<file path="config.mk">
export PLATFORM = sky130hd
export DESIGN_NAME = control_unit_flat
export DESIGN_NICKNAME = d
export VERILOG_FILES = /design/src/rtl/control_unit_if.sv /design/src/rtl/control_unit.sv /design/src/flat_wrapper.sv
export SDC_FILE = /design/constraint.sdc
export NUM_CORES = 1
export LEC_CHECK = 0
export ABC_AREA = 1
export CAP_MARGIN = 5
export CORE_UTILIZATION = 40
export CTS_CLUSTER_SIZE = 8
export DETAILED_ROUTE_END_ITERATION = 8
export PLACE_DENSITY_LB_ADDON = 0.08
export SLEW_MARGIN = 20
export SYNTH_ARGS = -nofsm -noshare
export SYNTH_HDL_FRONTEND = slang
export SYNTH_SLANG_ARGS = --single-unit
</file>
<file path="constraint.sdc">
create_clock -name clk -period 3.6 [get_ports clk]
set_clock_uncertainty 0.05 [all_clocks]
set_input_delay 0.54 -clock clk [delete_from_list [all_inputs] [get_ports clk]]
set_output_delay 0.54 -clock clk [all_outputs]
set_load 0.01 [all_outputs]
</file>
<file path="src/rtl/control_unit_if.sv">
// Instruction-ROM, data-memory and register-file control bundle driven by control_unit.
// The master side is the controller; the slave side is the ROM/datapath.
interface control_unit_if;
    logic [15:0] I_data;
    logic [6:0]  I_addr;
    logic        I_rd;
    logic [7:0]  D_Addr;
    logic        D_wr;
    logic        RF_s;
    logic [3:0]  RF_W_addr;
    logic        RF_W_en;
    logic [3:0]  RF_Ra_addr;
    logic [3:0]  RF_Rb_addr;
    logic [2:0]  Alu_s0;

    modport master (
        input  I_data,
        output I_addr, I_rd, D_Addr, D_wr, RF_s, RF_W_addr, RF_W_en,
               RF_Ra_addr, RF_Rb_addr, Alu_s0
    );

    modport slave (
        output I_data,
        input  I_addr, I_rd, D_Addr, D_wr, RF_s, RF_W_addr, RF_W_en,
               RF_Ra_addr, RF_Rb_addr, Alu_s0
    );
endinterface

</file>
<file path="src/rtl/control_unit.sv">
// Multi-cycle FSM controller: fetches from a synchronous ROM and sequences LOAD/STORE/ADD/SUB/HALT.
// Optional CTRL_SINGLE_STEP_EN adds a step input that gates each FETCH.
module control_unit (
    input  logic                  clk,
    input  logic                  rst_n,
`ifdef CTRL_SINGLE_STEP_EN
    input  logic                  step,
`endif
    control_unit_if.master        bus,
    output logic [3:0]            state_out,
    output logic                  halted
);

    typedef enum logic [3:0] {
        S_INIT   = 4'd0,
        S_FETCH  = 4'd1,
        S_DECODE = 4'd2,
        S_LOAD_A = 4'd3,
        S_LOAD_B = 4'd4,
        S_STORE  = 4'd5,
        S_ADD    = 4'd6,
        S_SUB    = 4'd7,
        S_HALT   = 4'd8,
        S_NOOP   = 4'd9
    } state_t;

    state_t      r_state, w_next;
    logic [6:0]  r_pc;
    // Opcode is consumed into the state at DECODE; only the operand field is kept.
    logic [11:0] r_ir;
    logic        w_go;

`ifdef CTRL_SINGLE_STEP_EN
    assign w_go = step;
`else
    assign w_go = 1'b1;
`endif

    always_ff @(posedge clk or negedge rst_n) begin
        if (!rst_n) begin
            r_state <= S_INIT;
            r_pc    <= 7'd0;
            r_ir    <= 12'd0;
        end else begin
            r_state <= w_next;
            case (r_state)
                S_INIT: begin
                    r_pc <= 7'd0;
                    r_ir <= 12'd0;
                end
                S_FETCH:  if (w_go) r_pc <= r_pc + 7'd1;
                S_DECODE: r_ir <= bus.I_data[11:0];
                default: ;
            endcase
        end
    end

    always_comb begin
        w_next = r_state;
        case (r_state)
            S_INIT:   w_next = S_FETCH;
            S_FETCH:  w_next = w_go ? S_DECODE : S_FETCH;
            S_DECODE: begin
                case (bus.I_data[15:12])
                    4'b0001: w_next = S_STORE;
                    4'b0010: w_next = S_LOAD_A;
                    4'b0011: w_next = S_ADD;
                    4'b0100: w_next = S_SUB;
                    4'b0101: w_next = S_HALT;
                    default: w_next = S_NOOP;
                endcase
            end
            S_LOAD_A: w_next = S_LOAD_B;
            S_LOAD_B: w_next = S_FETCH;
            S_STORE:  w_next = S_FETCH;
            S_ADD:    w_next = S_FETCH;
            S_SUB:    w_next = S_FETCH;
            S_NOOP:   w_next = S_FETCH;
            S_HALT:   w_next = S_HALT;
            default:  w_next = S_INIT;
        endcase
    end

    always_comb begin
        bus.I_addr     = 7'd0;
        bus.I_rd       = 1'b0;
        bus.D_Addr     = 8'd0;
        bus.D_wr       = 1'b0;
        bus.RF_s       = 1'b0;
        bus.RF_W_addr  = 4'd0;
        bus.RF_W_en    = 1'b0;
        bus.RF_Ra_addr = 4'd0;
        bus.RF_Rb_addr = 4'd0;
        bus.Alu_s0     = 3'b000;
        case (r_state)
            S_FETCH: begin
                if (w_go) begin
                    bus.I_rd   = 1'b1;
                    bus.I_addr = r_pc;
                end
            end
            S_LOAD_A: bus.D_Addr = r_ir[11:4];
            S_LOAD_B: begin
                bus.D_Addr    = r_ir[11:4];
                bus.RF_s      = 1'b1;
                bus.RF_W_addr = r_ir[3:0];
                bus.RF_W_en   = 1'b1;
            end
            S_STORE: begin
                bus.D_Addr     = r_ir[11:4];
                bus.RF_Ra_addr = r_ir[3:0];
                bus.D_wr       = 1'b1;
            end
            S_ADD, S_SUB: begin
                bus.RF_Ra_addr = r_ir[11:8];
                bus.RF_Rb_addr = r_ir[7:4];
                bus.RF_W_addr  = r_ir[3:0];
                bus.RF_W_en    = 1'b1;
                bus.Alu_s0     = (r_state == S_ADD) ? 3'b001 : 3'b010;
            end
            default: ;
        endcase
    end

    assign state_out = r_state;
    assign halted    = (r_state == S_HALT);

endmodule

</file>
<file path="src/flat_wrapper.sv">
// flat-port wrapper written by rule: the top's interface ports become plain ports
module control_unit_flat 
  (clk, rst_n, state_out, halted, bus_I_data, bus_I_addr, bus_I_rd, bus_D_Addr, bus_D_wr, bus_RF_s, bus_RF_W_addr, bus_RF_W_en, bus_RF_Ra_addr, bus_RF_Rb_addr, bus_Alu_s0);
  control_unit_if bus_i ();
  input  logic clk;
  input  logic rst_n;
  output logic [3:0] state_out;
  output logic halted;
  input wire logic [$bits(bus_i.I_data)-1:0] bus_I_data;
  output wire logic [$bits(bus_i.I_addr)-1:0] bus_I_addr;
  output wire logic [$bits(bus_i.I_rd)-1:0] bus_I_rd;
  output wire logic [$bits(bus_i.D_Addr)-1:0] bus_D_Addr;
  output wire logic [$bits(bus_i.D_wr)-1:0] bus_D_wr;
  output wire logic [$bits(bus_i.RF_s)-1:0] bus_RF_s;
  output wire logic [$bits(bus_i.RF_W_addr)-1:0] bus_RF_W_addr;
  output wire logic [$bits(bus_i.RF_W_en)-1:0] bus_RF_W_en;
  output wire logic [$bits(bus_i.RF_Ra_addr)-1:0] bus_RF_Ra_addr;
  output wire logic [$bits(bus_i.RF_Rb_addr)-1:0] bus_RF_Rb_addr;
  output wire logic [$bits(bus_i.Alu_s0)-1:0] bus_Alu_s0;
  assign bus_i.I_data = bus_I_data;
  assign bus_I_addr = bus_i.I_addr;
  assign bus_I_rd = bus_i.I_rd;
  assign bus_D_Addr = bus_i.D_Addr;
  assign bus_D_wr = bus_i.D_wr;
  assign bus_RF_s = bus_i.RF_s;
  assign bus_RF_W_addr = bus_i.RF_W_addr;
  assign bus_RF_W_en = bus_i.RF_W_en;
  assign bus_RF_Ra_addr = bus_i.RF_Ra_addr;
  assign bus_RF_Rb_addr = bus_i.RF_Rb_addr;
  assign bus_Alu_s0 = bus_i.Alu_s0;
  control_unit u_core (.clk(clk), .rst_n(rst_n), .bus(bus_i), .state_out(state_out), .halted(halted));
endmodule
</file>
==> results of run 1 <==
-- worst min-delay path by stage --
stage | end | slack [ps] | cells past startpoint
6_report | u_core.r_ir[6] | 140 | 1
5_1_grt | u_core.r_ir[6] | 160 | 1
4_1_cts | u_core.r_pc[6] | 480 | 2
3_5_place_dp | u_core.r_pc[6] | 450 | 2
3_3_place_gp | u_core.r_pc[6] | 440 | 2
2_1_floorplan | u_core.r_ir[0] | 190 | 0
-- kinds of logic (layout without fill, tap and decap cells) --
| kind of cell | count (synthesis) | after routing |
|---|---|---|
| AOI/OAI and AO/OA | 28 | 28 |
| adders and majority gates | 1 | 1 |
| buffers and inverters | 44 | 98 |
| DFF | 23 | 23 |
| other | 1 | 1 |
| and+or+nand+nor | 97 | 97 |
-- per-layer routing --
metal  share of wire, %  track usage [%]
met1                 48             25.5
met5                  0                0
met4               0.31             3.90
met2                 45             33.4
met3                6.1             3.41
-- registers in the layout, summed over array words and instances, names as in the netlist --
register	count
u_core.r_ir	12
u_core.state_out	4
u_core.r_pc	7
-- synth_stat cells (3+ instances only) --
cell	count	area, um2
inv_1	34	128
nor3_1	6	30.0
nand3_1	7	35.0
o21ai_1	12	60.1
nor2_4	5	56.3
inv_2	4	15.0
nand2_2	3	18.8
o22ai_1	4	25.0
nor2_1	34	128
dfrtp_1	23	576
o21ai_0	9	45.0
nand2_1	37	139
-- stage by stage --
stage / power (mW) / hold WS, ps / instances / utilization [%] / worst slack, ps
floorplan: 0.780 / 194 / 194 / - / 1830
global placement: 0.978 / 441 / 288 / 61.5 / 1360
detailed placement: 0.986 / 446 / 288 / 61.5 / 1280
CTS: 1.10 / 475 / 292 / 62.3 / 924
global route: 1.19 / 161 / 292 / 62.2 / 744
finish: 1.09 / 137 / 292 / 62.2 / 914
-- final cells by class --
class                      instances  share of cell area, %
multi-input combinational        127                   31.1
sequential                        23                   29.4
timing repair buffer              55                   27.8
inverter                          39                   7.53
tap                               44                   2.81
clock buffer                       4                   1.34
-- cell usage in the layout, fill, tap and decap left out --
master	synthesis	layout
clkdlybuf4s50_1	0	54
clkbuf_1	1	1
nand2_1	37	37
nor3_1	6	6
o21ai_0	9	9
nand2_2	3	3
dfrtp_1	23	23
o21bai_1	1	1
o22ai_1	4	4
nand3b_1	1	1
conb_1	1	1
clkbuf_4	0	3
nand3_1	7	7
nor2_2	2	2
nor2_1	34	34
inv_2	4	4
nor2_4	5	5
ha_1	1	1
o21ai_1	12	12
buf_2	1	1
a21oi_1	1	1
clkinv_2	1	1
nand4_1	2	2
inv_1	34	34
o31ai_2	1	1
-- worst register-to-register path, stage by stage, from the launching register on --
cell and delay [ps]:
dfrtp_1 460, nor2_4 160, inv_2 80, nor2_4 260
nand2_2 90, inv_2 220, o21ai_1 110, nand2_1 70
-- power groups by stage --
stage	Sequential, mW	Combinational (mW)	Clock [mW]
floorplan	0.381	0.399	0
global placement	0.388	0.590	0
detailed placement	0.389	0.597	0
CTS	0.384	0.598	0.121
global route	0.393	0.668	0.129
finish	0.385	0.593	0.117
==> reports/summary.txt, run 1 <==
# nets final: 268
vias: 1367
Worst R2R Setup Slack: 2030 ps
Cell Area, Synth: 1370 um2
crit path launch: u_core.state_out[2]
Mapped Cells: 194
maximum clock rate: 0.372 GHz
peak supply drop: 0.421 mV
clock latency on the worst-skew pair: 300 ps
# rows: 20
Critical Path End: bus_D_Addr[6]
Synth Area per Inst: 7.08 um2
cell depth of the worst flop-to-flop path: 7
Sw Share: 45.9%
Final min period: 2690 ps
CP Capture Type: primary output
Placer Congestion: 0.828
RSZ-0062 raised after global routing: false
cells along the critical path: inv_1 > nor2_2 > inv_1 > o21ai_1 > inv_1 > nor2_1 > clkdlybuf4s50_1
simple-gate portion of the synthesized area: 32.0%
Via density: 4.68
first-pass GRT wire length: 5350 um
delay-heaviest family, CP: buffers and inverters
post-cts gate resize count: 0
Hold-fix buffers, CTS: 0
CP max stage cell: clkdlybuf4s50_1
Slowest Stage Delay on Critical Path: 540 ps
# fillers: 310
Worst Setup Start Kind: register
area share of xor/xnor cells in the synthesized design: 0%
DRC viols: 0
Most used DFF post-synth: dfrtp_1
largest net degree at the start of global routing: 24
post-CTS setup buffer count: 0
synth unique cells: 25
Comb pwr share: 54.1%
reg2reg end: u_core.state_out[0]
outcome: complete, no violations
final hold vios: 0
WP data required: 3010 ps
drt initial violations: 52
TNS Setup: 0 ps
share of cells above drive strength 1: 8.06%
register area: 576 um2
vias in the first global route: 1219
share of flip-flops with an asynchronous set or reset: 100%
Die X: 60.6 um
max-slew violation count: 0
crit path buf inv count: 4
Switch Pwr: 503 uW
syn_nets: 213
Initial Util: 43.5%
Flop pwr share: 35.2%
Buffers on Ports: 55
Total Wirelength: 3200 um
Synth Warn #: 0
Core Box Area: 3150 um2
die area: 3670 um2
register area share after synthesis: 41.9%
clock slew at reported path FFs: 120 ps
Leak: 0.857 nW
CP arrival: 2100 ps
Stages on worst setup path: 7
#FFs+latches synth: 23
Clock Path Buffers: 2
placed cell area: 1940 um2
Post-synth EDFFs: 0
Synth Area in Adders: 0.912%
Pint: 592 uW
diode count: 0
mux cell area share after synthesis: 0%
Final Cycle Share: 74.6%
H-tree levels: 1
dpl hpwl: 2500 um
initial antenna violation count: 0
critical path's most frequent cell: inv_1
Area Growth Syn to Fin: 42.8%
R2R Path Start: u_core.state_out[2]
GRT Total Usage: 19.3%
WL per Instance: 10.9 um
Die Height: 60.6 um
PD cells: 558 nW/um2
largest family of logic cells by synthesized area: simple AND/OR/NAND/NOR gates
Routed Antenna Nets: 0
Rel. slew slack: 66.7%
critical path fanouts, max: 8
CTS tree: done
Min-Delay Path Class: primary input to asynchronous set/reset pin
grt total ovfl: 0
Clock Power Share: 10.7%
area of the multi-input gates: 611 um2
CTS sink count: 23
CTS root buffer: clkbuf_4
final setup fails: 0
CTS Buf Count: 3
WS Path Type: register to primary output
Initial DRT Pass Iterations: 4
worst slew pin tran: 500 ps
fin area: 1960 um2
Compound-Gate Fraction of Synth Area: 11.3%
Max Cap Viol: 0
io pins: 57
Note: power is estimated with default switching activity, not from simulation.
==> inputs of run 2 (changes only) <==
- clock period: 3.6 -> 2.6 ns (I/O delays scaled with it)
==> run 2 against run 1 <==
Compared with the run above:
- combinational power up 38%
- clock power increased by 50%
- final area up 0.83%
- hold slack gained 220 ps
- total power is 40% higher
- routed wire length up 3.9%
- non-clock buffer count is 1 higher
- critical path depth is 1 lower
- setup slack got worse by 760 ps
==> reports/summary.txt, run 2 (synthesis results as in run 1) <==
WS Path Type: register to primary output (unchanged)
Routed Antenna Nets: 0 (unchanged)
grt total ovfl: 0 (unchanged)
Core Box Area: 3150 um2 (unchanged)
Initial DRT Pass Iterations: 4 (unchanged)
Total Wirelength: 3320 um (was 3200 um)
Max Cap Viol: 0 (unchanged)
max-slew violation count: 0 (unchanged)
WL per Instance: 11.3 um (was 10.9 um)
most common cell after layout, fill and taps aside: clkdlybuf4s50_1 (unchanged)
vias in the first global route: 1152 (was 1219)
diode count: 0 (unchanged)
met3 routed WL: 203 um (was 195 um)
Buffers on Ports: 55 (unchanged)
dpl hpwl: 2540 um (was 2500 um)
DRC viols: 0 (unchanged)
drt initial violations: 55 (was 52)
R2R Path Start: u_core.state_out[2] (unchanged)
H-tree levels: 1 (unchanged)
GRT Total Usage: 19.7% (was 19.3%)
post-CTS setup buffer count: 0 (unchanged)
Clock Path Buffers: 2 (unchanged)
Area Growth Syn to Fin: 44.0% (was 42.8%)
RSZ-0062 raised after global routing: false (unchanged)
largest net degree at the start of global routing: 24 (unchanged)
area of the multi-input gates: 611 um2 (unchanged)
# rows: 20 (unchanged)
Initial Util: 43.5% (unchanged)
CTS root buffer: clkbuf_4 (unchanged)
final setup fails: 0 (unchanged)
commonest non-fill, non-tap cells in the layout: clkdlybuf4s50_1 (55), nand2_1 (37), nor2_1 (34) (was clkdlybuf4s50_1 (54), nand2_1 (37), inv_1 (34), nor2_1 (34), dfrtp_1 (23))
PD cells: 775 nW/um2 (was 558 nW/um2)
Min-Delay Path Class: primary input to asynchronous set/reset pin (unchanged)
die area: 3670 um2 (unchanged)
clock latency on the worst-skew pair: 330 ps (was 300 ps)
register area: 578 um2 (was 576 um2)
peak supply drop: 0.458 mV (was 0.421 mV)
final hold vios: 0 (unchanged)
Metal-1 WL: 1650 um (was 1540 um)
WP data required: 2160 ps (was 3010 ps)
Worst Setup Start Kind: register (unchanged)
share of cells above drive strength 1: 9.64% (was 8.06%)
clock slew at reported path FFs: 140 ps (was 120 ps)
CP arrival: 2010 ps (was 2100 ps)
maximum clock rate: 0.409 GHz
minimum hold slack: 352 ps (was 137 ps)
TNS Setup: 0 ps (unchanged)
largest register by flop count: u_core.r_ir (unchanged)
CTS tree: done (unchanged)
Placer Congestion: 0.832 (was 0.828)
Worst R2R Setup Slack: 1040 ps (was 2030 ps)
initial antenna violation count: 0 (unchanged)
top sig layer: met4 (unchanged)
reg2reg end: u_core.state_out[0] (unchanged)
vias: 1345 (was 1367)
Final Cycle Share: 94.1%
Leak: 0.862 nW (was 0.857 nW)
# nets final: 269 (was 268)
# fillers: 312 (was 310)
Die Height: 60.6 um (unchanged)
fin util: 62.7% (was 62.2%)
Final min period: 2450 ps
CTS Buf Count: 3 (unchanged)
critical path fanouts, max: 8 (unchanged)
outcome: complete, no violations (unchanged)
CTS sink count: 23 (unchanged)
Via density: 4.59 (was 4.68)
Largest register FFs: 12 (unchanged)
io pins: 57 (unchanged)
cell depth of the worst flop-to-flop path: 7 (unchanged)
first-pass GRT wire length: 5240 um (was 5350 um)
Die X: 60.6 um (unchanged)
CP Capture Type: primary output (unchanged)
metal2 WL: 1410 um (was 1450 um)
[run 2: changes by cell type in the layout (fill, tap and decap cells not counted), sizes merged]
cell	before	now
clkbuf	4	3
clkinv	1	2
clkdlybuf4s50	54	55
[run 2: critical path, stage by stage (launching register included)]
cell and delay (ps):
dfrtp_2 470, nor2_2 180, inv_1 120, o21ai_1 170, inv_2 110, nor2_1 100
clkdlybuf4s50_1 530
[run 2: worst max-delay path by stage]
stage                             start                to  slack (ps)
finish              u_core.state_out[3]     bus_D_Addr[5]         150
CTS                 u_core.state_out[2]     bus_D_Addr[4]          80
global placement    u_core.state_out[2]     bus_D_Addr[7]         510
detailed placement  u_core.state_out[2]     bus_D_Addr[4]         450
floorplan           u_core.state_out[2]  bus_RF_W_addr[0]         980
global route        u_core.state_out[1]  bus_RF_W_addr[1]          10
[run 2: what timing repair did]
action | CTS | global route
endpoints found under the setup margin | 0 | 8
hold buffers | 0 | 0
resized for setup | 0 | 3
[run 2: cell type report]
| cell class | count | share of cell area, % |
|---|---|---|
| Multi-Input combinational cell | 127 | 30.9 |
| Clock buffer | 3 | 1.14 |
| Sequential cell | 23 | 29.2 |
| Inverter | 39 | 7.47 |
| Clock inverter | 1 | 0.253 |
| Timing Repair Buffer | 56 | 28.2 |
| Tap cell | 44 | 2.78 |
[run 2: layer usage]
metal	vias to the layer above	GRT usage, %
li1	703	-
met1	596	28.0
met2	41	29.5
met3	5	3.84
met4	0	7.79
met5	-	0
[run 2: power breakdown]
group	internal, mW	switching [mW]
registers	0.448	0.0871
logic	0.316	0.505
clock network	0.0578	0.118
total	0.822	0.710
[run 2: through the flow]
stage                     worst slack [ps]  cell area, um2  instances  total power, mW
after CTS                             76.6            1970        293             1.54
after floorplan                        981            1370        194             1.08
after global routing                  13.3            1980        293             1.66
after detailed placement               450            1950        289             1.36
final                                  153            1980        293             1.53
after global placement                 510            1950        289             1.35
